`config.mk`:
```
export PLATFORM = sky130hd
export DESIGN_NAME = cmd_packer
export DESIGN_NICKNAME = d
export VERILOG_FILES = /design/src/rtl/cmd_packer.sv
export SDC_FILE = /design/constraint.sdc
export NUM_CORES = 1
export LEC_CHECK = 0
export BUFFER_PORTS_ARGS = -buffer_cell sky130_fd_sc_hd__buf_2
export CAP_MARGIN = 0
export CORE_AREA = 4 4 135 137
export CTS_BUF_LIST = sky130_fd_sc_hd__clkbuf_8
export DETAILED_ROUTE_END_ITERATION = 8
export DIE_AREA = 0 0 139 141
export PLACE_DENSITY = 0.9
export SLEW_MARGIN = 0
export SYNTH_ARGS = -nofsm -noshare
export SYNTH_HDL_FRONTEND = slang
export SYNTH_SLANG_ARGS = --single-unit
```
`constraint.sdc`:
```
create_clock -name clk -period 3.54 [get_ports clk]
set_input_delay 0.708 -clock clk [delete_from_list [all_inputs] [get_ports clk]]
set_output_delay 0.708 -clock clk [all_outputs]
set_load 0.1 [all_outputs]
```
`src/rtl/cmd_packer.sv`:
```
// Command packer: validates one layer descriptor per handshake and serialises it
// into a 6-word burst written sequentially into the command memory region.
module cmd_packer #(
  parameter int unsigned BURST_LEN = 6,
  parameter int unsigned CMD_DEPTH = 128
) (
  input  logic        clk,
  input  logic        rst,
  input  logic        flush,
  input  logic        desc_valid,
  output logic        desc_ready,
  input  logic [2:0]  op_type,
  input  logic        padding,
  input  logic [3:0]  stride,
  input  logic [3:0]  kernel,
  input  logic [15:0] i_channel,
  input  logic [15:0] o_channel,
  input  logic [7:0]  i_side,
  input  logic [7:0]  o_side,
  input  logic [31:0] weight_start_addr,
  input  logic [31:0] data_start_addr,
  input  logic [31:0] result_start_addr,
  output logic        wr_en,
  output logic [6:0]  wr_addr,
  output logic [31:0] wr_data,
  input  logic        wr_full,
  output logic [6:0]  cmd_size,
  output logic        busy,
  output logic        err
);

  localparam logic [0:0] ST_IDLE  = 1'b0;
  localparam logic [0:0] ST_EMIT  = 1'b1;
  localparam logic [2:0] LAST_IDX = 3'(BURST_LEN - 1);

  logic [0:0]       state_q, state_d;
  logic [2:0]       idx_q, idx_d;
  logic [6:0]       wr_ptr_q, wr_ptr_d;
  logic [6:0]       cmd_size_q, cmd_size_d;
  logic             err_q, err_d;
  logic [5:0][31:0] words_q, words_d;

  logic             op_ok;
  logic             room_ok;
  logic             desc_ok;
  logic [7:0]       kernel_size;
  logic [7:0]       stride2;
  logic [5:0][31:0] new_words;
  logic [31:0]      word_sel;

  always_comb begin
    op_ok       = (op_type == 3'b001) || (op_type == 3'b100) || (op_type == 3'b101);
    room_ok     = ({1'b0, wr_ptr_q} + 8'(BURST_LEN)) <= 8'(CMD_DEPTH);
    desc_ok     = op_ok && (kernel != 4'd0) && (stride != 4'd0) && (stride <= kernel) && room_ok;
    kernel_size = 8'(kernel) * 8'(kernel);
    stride2     = 8'(kernel) * 8'(stride);
    new_words[0] = {8'h00, 4'h0, kernel, 4'h0, stride, 3'b000, padding, 1'b0, op_type};
    new_words[1] = {o_channel, i_channel};
    new_words[2] = {stride2, kernel_size, o_side, i_side};
    new_words[3] = weight_start_addr;
    new_words[4] = data_start_addr;
    new_words[5] = result_start_addr;
  end

  always_comb begin
    state_d    = state_q;
    idx_d      = idx_q;
    wr_ptr_d   = wr_ptr_q;
    cmd_size_d = cmd_size_q;
    err_d      = err_q;
    words_d    = words_q;
    if (flush) begin
      // Abandons any burst in flight; words already written stay in memory.
      state_d    = ST_IDLE;
      idx_d      = '0;
      wr_ptr_d   = '0;
      cmd_size_d = '0;
      err_d      = 1'b0;
    end else begin
      case (state_q)
        ST_IDLE: begin
          if (desc_valid) begin
            if (desc_ok) begin
              words_d = new_words;
              state_d = ST_EMIT;
              idx_d   = '0;
            end else begin
              err_d = 1'b1;
            end
          end
        end
        default: begin
          if (!wr_full) begin
            wr_ptr_d = wr_ptr_q + 7'd1;
            if (idx_q == LAST_IDX) begin
              idx_d      = '0;
              state_d    = ST_IDLE;
              cmd_size_d = cmd_size_q + 7'd1;
            end else begin
              idx_d = idx_q + 3'd1;
            end
          end
        end
      endcase
    end
  end

  always_ff @(posedge clk) begin
    if (rst) begin
      state_q    <= ST_IDLE;
      idx_q      <= '0;
      wr_ptr_q   <= '0;
      cmd_size_q <= '0;
      err_q      <= 1'b0;
      words_q    <= '0;
    end else begin
      state_q    <= state_d;
      idx_q      <= idx_d;
      wr_ptr_q   <= wr_ptr_d;
      cmd_size_q <= cmd_size_d;
      err_q      <= err_d;
      words_q    <= words_d;
    end
  end

  always_comb begin
    case (idx_q)
      3'd0:    word_sel = words_q[0];
      3'd1:    word_sel = words_q[1];
      3'd2:    word_sel = words_q[2];
      3'd3:    word_sel = words_q[3];
      3'd4:    word_sel = words_q[4];
      3'd5:    word_sel = words_q[5];
      default: word_sel = '0;
    endcase
  end

  assign busy       = (state_q == ST_EMIT);
  assign desc_ready = (state_q == ST_IDLE) && !flush && !rst;
  // Flush suppresses the write in its own cycle so the abandoned burst stops immediately.
  assign wr_en      = busy && !wr_full && !flush;
  assign wr_addr    = wr_ptr_q;
  assign wr_data    = busy ? word_sel : '0;
  assign cmd_size   = cmd_size_q;
  assign err        = err_q;

endmodule

```
==> impl_results.md <==
- Post-synth EDFFs: 0
- Vias in the first global route: 8169
- Status: finished clean
- Crit Reg-Reg Endpoint: words_q[185]$_SDFFE_PP0P_
- Reg2Reg Setup Slack: ~1100 ps
- Final setup violation count: 0
- Startpoint types: flip-flop
- Maximum vdd drop: 205 uV
- Crit path DAT: ~2800 ps
- Initial antenna violation count: 1
- Global-route wire length before repair: ~42000 um
- Die area: between 15000 and 20000 um^2
- Via density: 5.62
- Avg Inst Size Synth: 8.46 um^2
- Total power: 3.96 mW
- HPWL after detailed placement: 19600 um
- Power per cell area: 348 nW/um^2
- Cell mode on critical path: buf_4
- Hold_buf cts: 0
- Gpl congestion: 0.904
- GRT overflow: 0
- Synth warn: 0
- Starting DRT DRC Count: 1015
- Post-synth top flop: dfxtp_1
- CTS sink count: roughly 190
- Max clock buf depth: 2
- Dominant cells by area after synthesis: dfxtp_1, nand2_1, a21oi_2, nand2_2, a21oi_1
- Hold violation count in the final report: 0
- Post-Place Worst Slack: 46.0 ps
- Final net count: 1481
- Largest net degree at the start of global routing: 172
- Min-delay src: words_q[85]$_SDFFE_PP0P_
- Core Rows: 48
- Worst path max stage delay: roughly 520 ps
- F_max: a little under 300 MHz
- Syn Inst Count: 1106
- N_diodes: 0
- Critical R2R Launch: wr_addr[2]$_SDFFE_PP0P_
- Async set-reset flop share out of synthesis: 0
- Syn Nets: 1301
- Critical path required time: 2830 ps
- Die W: 139 um
- Port buffer count: 210
- CP max-delay cell: dfxtp_1
- Synth top area share: 0.404
- TritonCTS Buffers: 17
- CTS tree: yes
- Crit Path Max Fanout: 14
- Core area: 17100 um^2
- Max-cap viol count: 0
- # DRC: 0
- Slew HR: 0.301
- Critical path endpoint category: primary output
- P&R area growth vs syn: 21.5%
- Synth Cell Area: 9360 um^2
- Distinct cells, synth: 53
- Worst Reg-to-Reg Cells: 9
- Final min period: 3460 ps
- Fin crit share: 0.978
- Placed Cells: 1487
- Final wirelength: 26800 um
- Via count: about 8.6k
- #FFs+latches synth: 189
- CTS root buffer: clkbuf_8
- Layout cells sized above 1: 0.376
- Routed Antenna Nets: 0
- GRT Total Usage: 0.263
- H-tree levels: 4
- Hold-critical path endpoint: words_q[85]$_SDFFE_PP0P_
- Final Max Slew Viols: 0
- Average wire per standard cell: 17.6 um
- Clk slew on worst S/H paths: 100 ps
- Layout Skew: approximately 12 ps
- Yosys top cell by area: dfxtp_1
- Skew-Pair Late Insertion Delay: 460 ps
- Hold Crit Class: reg -> reg
- Critical Path, Cell by Cell: buf_4 -> buf_4 -> nor3_2 -> buf_4 -> buf_4 -> a222oi_1 -> a21oi_1 -> buf_12
- I/O pin count: approximately 210
- Post-synthesis sequential area ratio: 0.404
- Core Util, Final: 0.667
- Setup Crit Path Kind: reg -> out
- RSZ-0062 raised after global routing: false
- WHS: 460 ps
- DR pass1 iterations: 5
- Fin worst setup slack: 79.1 ps
- Worst slew pin tran: approximately 1000 ps
- Leak: 4.11 nW
- Initial cell density of the core: 0.549
- Fin cells: 1524
- Vert. Die Dim: 141 um
- Hold path depth: 2
==> synth_stat cells (2+ instances only) <==
cell	instances
nand2_1	275
dfxtp_1	189
a21oi_1	107
a21oi_2	100
nand2_2	100
clkbuf_1	45
nor2_1	40
ha_1	29
a222oi_1	28
a22o_1	20
buf_2	20
inv_1	17
buf_12	11
xnor2_1	9
and2_1	8
mux2i_1	8
o21ai_0	7
nand3_1	6
o21a_1	6
xor2_1	6
buf_1	5
fa_1	5
nand4_1	5
or3_1	5
a211oi_1	4
a22oi_1	4
a32oi_1	4
nor2b_1	4
nor3_1	4
a21o_1	3
and3_1	3
buf_4	3
a31oi_1	2
buf_6	2
mux4_2	2
nand2b_1	2
o211ai_1	2
==> cell families (layout without fill, tap and decap cells) <==
family | Yosys count | in the layout | share of synthesized area
and+or+nand+nor | 458 | 458 | 0.221
AOI/OAI and AO/OA | 296 | 296 | 0.231
DFF | 189 | 189 | 0.404
buffers and inverters | 104 | 297 | 0.0663
adders and majority gates | 34 | 34 | 0.0495
xor gates and xnor gates | 15 | 15 | 0.0140
muxes | 10 | 10 | 0.0134
==> layer usage <==
layer	global-route usage	wire length (um)	share of wire
met2	0.430	12800	0.48
met5	0	0	0
met1	0.357	11300	0.42
met4	0.0793	556	0.021
met3	0.0478	2140	0.080
==> where the power goes <==
| group | total (mW) | switching [mW] | internal (mW) |
|---|---|---|---|
| Combinational | 0.440 | 0.261 | 0.178 |
| Clock | 1.32 | 0.796 | 0.519 |
| Sequential | 2.20 | 0.0304 | 2.17 |
| Total | 3.96 | 1.09 | 2.87 |
==> critical path: cells and delay by family, from the launching register on <==
kind                   cells  cell delay (ps)
AND/OR/NAND/NOR            1               70
AO/OA/AOI/OAI              2              670
buffers and inverters      5             1030
flip-flops                 1              520
==> how the worst max path moves through the flow <==
stage | start | to | slack [ps] | depth (start not counted)
floorplan | idx_q[0]$_SDFFE_PP0P_ | wr_data[27] | -360 | 8
global placement | kernel[1] | words_q[95]$_SDFFE_PP0P_ | 190 | 12
detailed placement | kernel[1] | words_q[95]$_SDFFE_PP0P_ | 50 | 12
CTS | idx_q[0]$_SDFFE_PP0P_ | wr_data[6] | 30 | 6
global route | idx_q[0]$_SDFFE_PP0P_ | wr_data[9] | 10 | 6
finish | idx_q[0]$_SDFFE_PP0P_ | wr_data[23] | 80 | 8
==> layout make-up <==
class | count | area [um^2]
fillers | 1405 | 5690
multi-input cells | 813 | 5010
flip-flops and latches | 189 | 3780
repair buffers | 247 | 1870
well taps | 225 | 282
clock buffers | 18 | 248
clock inverters | 14 | 111
inverters | 18 | 67.6
==> repair_timing <==
action | 4_1_cts | 5_1_grt
resized for setup | 0 | 1
setup buffers | 0 | 5
setup endpoints to repair | 0 | 15
==> metrics by stage <==
step           cell area (um^2)  TNS, ps
2_1_floorplan              9370    -9730
3_3_place_gp              11000        0
3_5_place_dp              11000        0
4_1_cts                   11300        0
5_1_grt                   11400        0
6_report                  11400        0
==> sequential cells by signal, indices dropped and copies added, names as in the netlist <==
| register | cells |
|---|---|
| words_q | 170 |
| cmd_size | 7 |
| wr_addr | 7 |
| idx_q | 3 |
| busy | 1 |
| err | 1 |
==> placed cells by master (no fill, tap or decap), types with 4 or more instances in the layout <==
cell      instances
nand2_1         275
dfxtp_1         189
buf_2           182
a21oi_1         107
nand2_2         100
a21oi_2         100
nor2_1           39
buf_12           37
ha_1             29
a222oi_1         28
buf_4            26
a22o_1           20
inv_1            19
clkbuf_8         18
xnor2_1           9
mux2i_1           8
and2_1            8
o21ai_0           7
nand3_1           6
o21a_1            6
xor2_1            6
nand4_1           5
or3_1             5
fa_1              5
a32oi_1           4
nor2b_1           4
a211oi_1          4
a22oi_1           4
inv_6             4
No activity file was read; power rests on OpenSTA's default activity.
